--- config.mk ---
export PLATFORM = sky130hd
export DESIGN_NAME = mda_rx_timing
export DESIGN_NICKNAME = d
export VERILOG_FILES = /design/src/rtl/mda_rx_timing.sv
export SDC_FILE = /design/constraint.sdc
export NUM_CORES = 1
export LEC_CHECK = 0
export CAP_MARGIN = 20
export CORE_MARGIN = 1
export CORE_UTILIZATION = 38
export DETAILED_ROUTE_END_ITERATION = 10
export PLACE_DENSITY = 0.58
export SYNTH_ARGS = -nofsm -noshare
export SYNTH_HDL_FRONTEND = slang
export SYNTH_SLANG_ARGS = --single-unit
--- constraint.sdc ---
create_clock -name clk -period 2.42 [get_ports clk]
set_clock_uncertainty 0.15 [all_clocks]
set_input_delay 0.363 -clock clk [delete_from_list [all_inputs] [get_ports clk]]
set_output_delay 0.363 -clock clk [all_outputs]
set_load 0.1 [all_outputs]
--- src/rtl/mda_rx_timing.sv ---
// MDA video input analyzer: measures line/frame timing, declares lock; MDA_RX_PIXCAP_EN adds a lit-pixel count.
// Latency: pin edge sampled at posedge N updates measurement registers at posedge N+3.
// Backpressure: none; pins are free-running and results are simply overwritten each frame.
module mda_rx_timing #(
    parameter logic [31:0] NCO_INC     = 32'd1396465667,
    parameter int          EXP_HPERIOD = 2713,
    parameter int          EXP_LINES   = 370,
    parameter int          H_TOL       = 8,
    parameter int          TIMEOUT     = 2000000
) (
    input  logic        clk,
    input  logic        rst_n,
    input  logic        pin_v,
    input  logic        pin_hsync,
    input  logic        pin_vsync,
    output logic [15:0] hperiod,
    output logic [15:0] hwidth,
    output logic [9:0]  lines,
    output logic [9:0]  vwidth,
    output logic [19:0] lit_count,
    output logic        frame_stb,
    output logic        locked,
    output logic        lost
);

    localparam int TCNT_W = $clog2(TIMEOUT + 1);

    typedef enum logic [1:0] {SEARCH, CHECK, LOCKED} state_t;

    // two synchronizer stages, one retime stage, one history stage
    logic [3:0] hs_q, vs_q;
    logic       hrise, hfall, vrise, vfall;

    logic [15:0] hcnt_q, hcnt_d, hper_q, hper_d, hwid_q, hwid_d;
    logic [9:0]  lcnt_q, lcnt_d, vwid_q, vwid_d;
    logic [15:0] hdiff;
    logic        frame_good;

    state_t              state_q, state_d;
    logic [1:0]          good_q, good_d;
    logic [TCNT_W-1:0]   tcnt_q, tcnt_d;
    logic                lost_q, lost_d;
    logic                latch;

    logic [15:0] hperiod_q;
    logic [15:0] hwidth_q;
    logic [9:0]  lines_q, vwidth_q;
    logic        stb_q;

    assign hrise = hs_q[2] & ~hs_q[3];
    assign hfall = ~hs_q[2] & hs_q[3];
    assign vrise = vs_q[2] & ~vs_q[3];
    assign vfall = ~vs_q[2] & vs_q[3];

    always_comb begin
        hcnt_d = hcnt_q;
        if (hrise)
            hcnt_d = 16'd1;
        else if (hcnt_q != 16'hFFFF)
            hcnt_d = hcnt_q + 16'd1;

        hper_d = hrise ? hcnt_q : hper_q;
        hwid_d = hfall ? hcnt_q : hwid_q;

        // a line starting on the frame edge belongs to the new frame
        lcnt_d = lcnt_q;
        if (vrise)
            lcnt_d = hrise ? 10'd1 : 10'd0;
        else if (hrise && lcnt_q != 10'h3FF)
            lcnt_d = lcnt_q + 10'd1;

        vwid_d = vfall ? lcnt_q : vwid_q;
    end

    assign hdiff = (hper_q >= 16'(EXP_HPERIOD)) ? (hper_q - 16'(EXP_HPERIOD))
                                                : (16'(EXP_HPERIOD) - hper_q);
    assign frame_good = (hdiff <= 16'(H_TOL)) && (lcnt_q == 10'(EXP_LINES));

    always_comb begin
        state_d = state_q;
        good_d  = good_q;
        lost_d  = lost_q;
        tcnt_d  = tcnt_q + TCNT_W'(1);
        latch   = 1'b0;
        if (vrise) begin
            tcnt_d = '0;
            lost_d = 1'b0;
            case (state_q)
                SEARCH: state_d = CHECK;
                CHECK: begin
                    latch = 1'b1;
                    if (frame_good) begin
                        good_d = good_q + 2'd1;
                        if (good_q == 2'd1)
                            state_d = LOCKED;
                    end else begin
                        good_d = 2'd0;
                    end
                end
                LOCKED: begin
                    latch = 1'b1;
                    if (!frame_good) begin
                        state_d = CHECK;
                        good_d  = 2'd0;
                    end
                end
                default: state_d = SEARCH;
            endcase
        end else if (tcnt_q == TCNT_W'(TIMEOUT - 1)) begin
            state_d = SEARCH;
            good_d  = 2'd0;
            lost_d  = 1'b1;
            tcnt_d  = '0;
        end
    end

    always_ff @(posedge clk or negedge rst_n) begin
        if (!rst_n) begin
            hs_q      <= '0;
            vs_q      <= '0;
            hcnt_q    <= '0;
            hper_q    <= '0;
            hwid_q    <= '0;
            lcnt_q    <= '0;
            vwid_q    <= '0;
            state_q   <= SEARCH;
            good_q    <= '0;
            tcnt_q    <= '0;
            lost_q    <= 1'b0;
            hperiod_q <= '0;
            hwidth_q  <= '0;
            lines_q   <= '0;
            vwidth_q  <= '0;
            stb_q     <= 1'b0;
        end else begin
            hs_q    <= {hs_q[2:0], pin_hsync};
            vs_q    <= {vs_q[2:0], pin_vsync};
            hcnt_q  <= hcnt_d;
            hper_q  <= hper_d;
            hwid_q  <= hwid_d;
            lcnt_q  <= lcnt_d;
            vwid_q  <= vwid_d;
            state_q <= state_d;
            good_q  <= good_d;
            tcnt_q  <= tcnt_d;
            lost_q  <= lost_d;
            stb_q   <= latch;
            if (latch) begin
                hperiod_q <= hper_q;
                hwidth_q  <= hwid_q;
                lines_q   <= lcnt_q;
                vwidth_q  <= vwid_q;
            end
        end
    end

`ifdef MDA_RX_PIXCAP_EN
    logic [2:0]  v_q;
    logic [31:0] phase_q, phase_d;
    logic [32:0] phase_sum;
    logic        pix;
    logic [19:0] acc_q, acc_d, lit_q;

    // NCO carry is the pixel strobe; phase restarts at each line
    assign phase_sum = {1'b0, phase_q} + {1'b0, NCO_INC};
    assign pix       = phase_sum[32] & v_q[2];

    always_comb begin
        phase_d = hrise ? 32'd0 : phase_sum[31:0];
        acc_d   = acc_q;
        if (vrise)
            acc_d = pix ? 20'd1 : 20'd0;
        else if (pix && acc_q != 20'hFFFFF)
            acc_d = acc_q + 20'd1;
    end

    always_ff @(posedge clk or negedge rst_n) begin
        if (!rst_n) begin
            v_q     <= '0;
            phase_q <= '0;
            acc_q   <= '0;
            lit_q   <= '0;
        end else begin
            v_q     <= {v_q[1:0], pin_v};
            phase_q <= phase_d;
            acc_q   <= acc_d;
            if (latch)
                lit_q <= acc_q;
        end
    end

    assign lit_count = lit_q;
`else
    logic unused_pixcap;
    assign unused_pixcap = ^{pin_v, NCO_INC};
    assign lit_count     = '0;
`endif

    assign hperiod   = hperiod_q;
    assign hwidth    = hwidth_q;
    assign lines     = lines_q;
    assign vwidth    = vwidth_q;
    assign frame_stb = stb_q;
    assign locked    = (state_q == LOCKED);
    assign lost      = lost_q;

endmodule

==> flow_summary_export.csv <==
group,metric,value,unit
grt,grt_pass1_wl,26300,µm
routing,drt_iter0_markers,164,
placement,place.detailed.hpwl,10800,µm
routing,drc,0,
yosys,synthFlopType,"dfrtp_1",
grt,grt_overflow,0,
floorplanning,io_pins,80,
yosys,synth_compound_area_frac,0.0676,
yosys,syn_avg_cell_area,11.1,µm²
final_layout,fin_util,0.471,
placement,port_buffers,58,
final_layout,final_cells,988,
worst_setup_path,worstSetupStartpoint,"hper_q[1]",
yosys,synth_cells,651,
timing,fmax,0.390,GHz
grt,antenna_found_initial,0,
yosys,synth_xor_area_frac,0.0472,
routing,route.met2.wl,7730,µm
worst_setup_path,crit_end,"state_q[0]",
yosys,yosys.cell_types.count,66,
floorplanning,row_count,50,
floorplanning,die_w,140,µm
worst_setup_path,worst-r2r-cell-count,10,
routing,antenna_left,0,
cts,clock_latency,0.42,ns
final_layout,area_growth,21.7,%
power,vdd_drop_max,0.474,mV
final_layout,fillers,1691,
yosys,synth_warnings,0,
min_path,hold_path.class,"reg2reg",
yosys,yosys.area_share.simple,0.163,
power,p_per_area,911,nW/µm²
worst_setup_path,worst-setup-path-type,"reg2reg",
routing,drt_first_pass_iters,4,
cts,cts.sinks,155,
yosys,yosys.area_share.adder,0.0190,
worst_setup_path,arrival,2.71,ns
power,total_power,8.02,mW
timing,fin_crit_sh,1.06,
outcome,status,"complete, but fails checks",
worst_setup_path,worstReg2RegEnd,"state_q[0]",
final_layout,drive_gt1_frac,0.310,
cts,htreeDepth,4,
cts,cts_root_buf,"clkbuf_16",
outcome,violations,"negative setup slack",
cts,cts.path.max_buffers,2,
final_layout,diodes,0,
placement,pre_cts_ws,-0.181,ns
routing,wl_met3,601,µm
final_layout,mostFrequentLayoutCells,"dfrtp_1, buf_4, nand2_1",
timing,setup_slack,-0.143,ns
grt,grt_pass1_vias,5269,
grt,grt_max_degree,54,
grt,track_usage,0.170,
yosys,synth_enable_flop_cells,0,
final_layout,fin_nets,760,
worst_setup_path,worstSetupEndpointType,"register",
routing,drt-total-wl,15200,µm
routing,top_layer,"met4",
timing,period_needed,2.56,ns
cts,tritoncts,"built",
final_layout,design_area,8800,µm²
final_layout,final_common_cell,"dfrtp_1",
timing,whs,0.191,ns
routing,wl_met1,6680,µm
job,drv_cap,0,
worst_setup_path,r2r_start,"hper_q[1]",
routing,routed_via_density,5.05,
power,leakage,4.27,nW
floorplanning,initial_core_util,0.387,
yosys,ys_seq_elements,155,
floorplanning,die_h,140,µm
timing,finalSetupTns,-0.455,ns
routing,wl_per_cell,15.4,µm
timing,hold_viol_final,0,
timing,worst_pin_slew,0.579,ns
placement,dpl_cell_area,8130,µm²
floorplanning,die_area,19600,µm²
yosys,ys_seq_area_frac,0.536,
cts,clk_pin_slew,0.06,ns
floorplanning,core,18700,µm²
placement,dp.cells,957,
yosys,ys_async_sr_fraction,1.00,
worst_setup_path,crit_fanout,6,
worst_setup_path,crit_required,2.57,ns
yosys,synth_area,7230,µm²
placement,gp_congestion,0.840,
timing,slew_headroom,0.614,
timing,rsz0062_at_grt,"true",
worst_setup_path,cp-start-kind,"register",
timing,drv_slew,0,
worst_setup_path,r2r_slack,-0.14,ns
cts,cts-buffers-inserted,17,
timing,setup_viol,4,
yosys,synthMuxAreaShare,0.114,
yosys,synth_top_family_by_area,"simple AND/OR/NAND/NOR gates",
routing,via_count,4993,
power by group:
part	switching, mW	total (mW)	leakage [nW]	internal [mW]
sequential	0.231	3.09	2.10	2.86
combinational	1.68	2.39	1.90	0.707
clock	0.988	2.54	0.274	1.55
worst min-delay path by stage:
stage                 start   endpoint  depth (start not counted)
CTS                 hs_q[0]    hs_q[1]                          0
detailed placement  hs_q[0]    hs_q[1]                          0
global route        hs_q[0]    hs_q[1]                          0
floorplan             rst_n  frame_stb                          0
global placement    hs_q[0]    hs_q[1]                          0
finish              hs_q[0]    hs_q[1]                          0
critical path: stages (launching register included):
cell and delay, ns:
dfrtp_1 0.38, inv_2 0.10, ha_2 0.19, a21bo_4 0.23
buf_4 0.15, o21ai_0 0.16, nand4_1 0.25, nor4_2 0.38
a211o_2 0.19, nand3_2 0.11, mux2i_1 0.15
repair_timing:
item                                   CTS  global route
setup endpoints to repair                4             4
cloned                                   0             0
setup buffers                            1             0
endpoints found under the hold margin   49             0
gates resized for setup                 11             3
hold buffers                             1             0
pin swaps                                7             2
cell families after synthesis:
kind of cell,Yosys count
AO/OA/AOI/OAI,70
XOR/XNOR,39
adder cells (fa/ha/maj),11
buffers and inverters,65
flip-flops,155
multiplexers,74
other,1
AND/OR/NAND/NOR,236
metal layers:
metal,up-vias,track usage
li1,2388,-
met1,2483,0.205
met2,99,0.298
met3,23,0.0407
met4,0,0.0561
met5,-,0
layout make-up:
| cell class | count | area, µm² | area share |
|---|---|---|---|
| Inverter | 15 | 56.3 | 0.00640 |
| Sequential cell | 155 | 3880 | 0.441 |
| Clock inverter | 8 | 96.3 | 0.0109 |
| Clock buffer | 21 | 460 | 0.0523 |
| Multi-Input combinational cell | 450 | 3170 | 0.360 |
| Timing Repair Buffer | 105 | 850 | 0.0965 |
| Tap cell | 234 | 293 | 0.0333 |
sequential cells by signal, indices dropped and copies added, names as in the netlist, 16 cells and up:
name and cells:
hcnt_q 16, tcnt_q 21, hperiod 16, hper_q 16, hwidth 16, hwid_q 16
cell usage after synthesis, drive strengths merged, types with 2 or more instances:
library cell / count / share of area
o21ai: 30 / 0.021
a31oi: 3 / 0.0035
mux2: 70 / 0.11
nand4: 10 / 0.0086
or2: 3 / 0.0026
dfrtp: 155 / 0.54
nand2b: 4 / 0.0035
and3: 5 / 0.0043
nor2b: 4 / 0.0035
clkbuf: 19 / 0.014
nor4: 11 / 0.012
inv: 15 / 0.0078
a32oi: 2 / 0.0024
nand3b: 2 / 0.0038
a211oi: 2 / 0.0021
buf: 31 / 0.030
and2: 3 / 0.0026
or3: 9 / 0.0078
nand2: 84 / 0.044
nand3: 28 / 0.020
and4: 5 / 0.0061
o21a: 2 / 0.0021
o211a: 2 / 0.0028
nor4b: 6 / 0.0081
ha: 11 / 0.019
nor2: 53 / 0.027
xor2: 27 / 0.033
mux2i: 4 / 0.0055
a21oi: 13 / 0.0095
xnor2: 12 / 0.015
nor3: 5 / 0.0035
(Power assumes the default switching activity.)
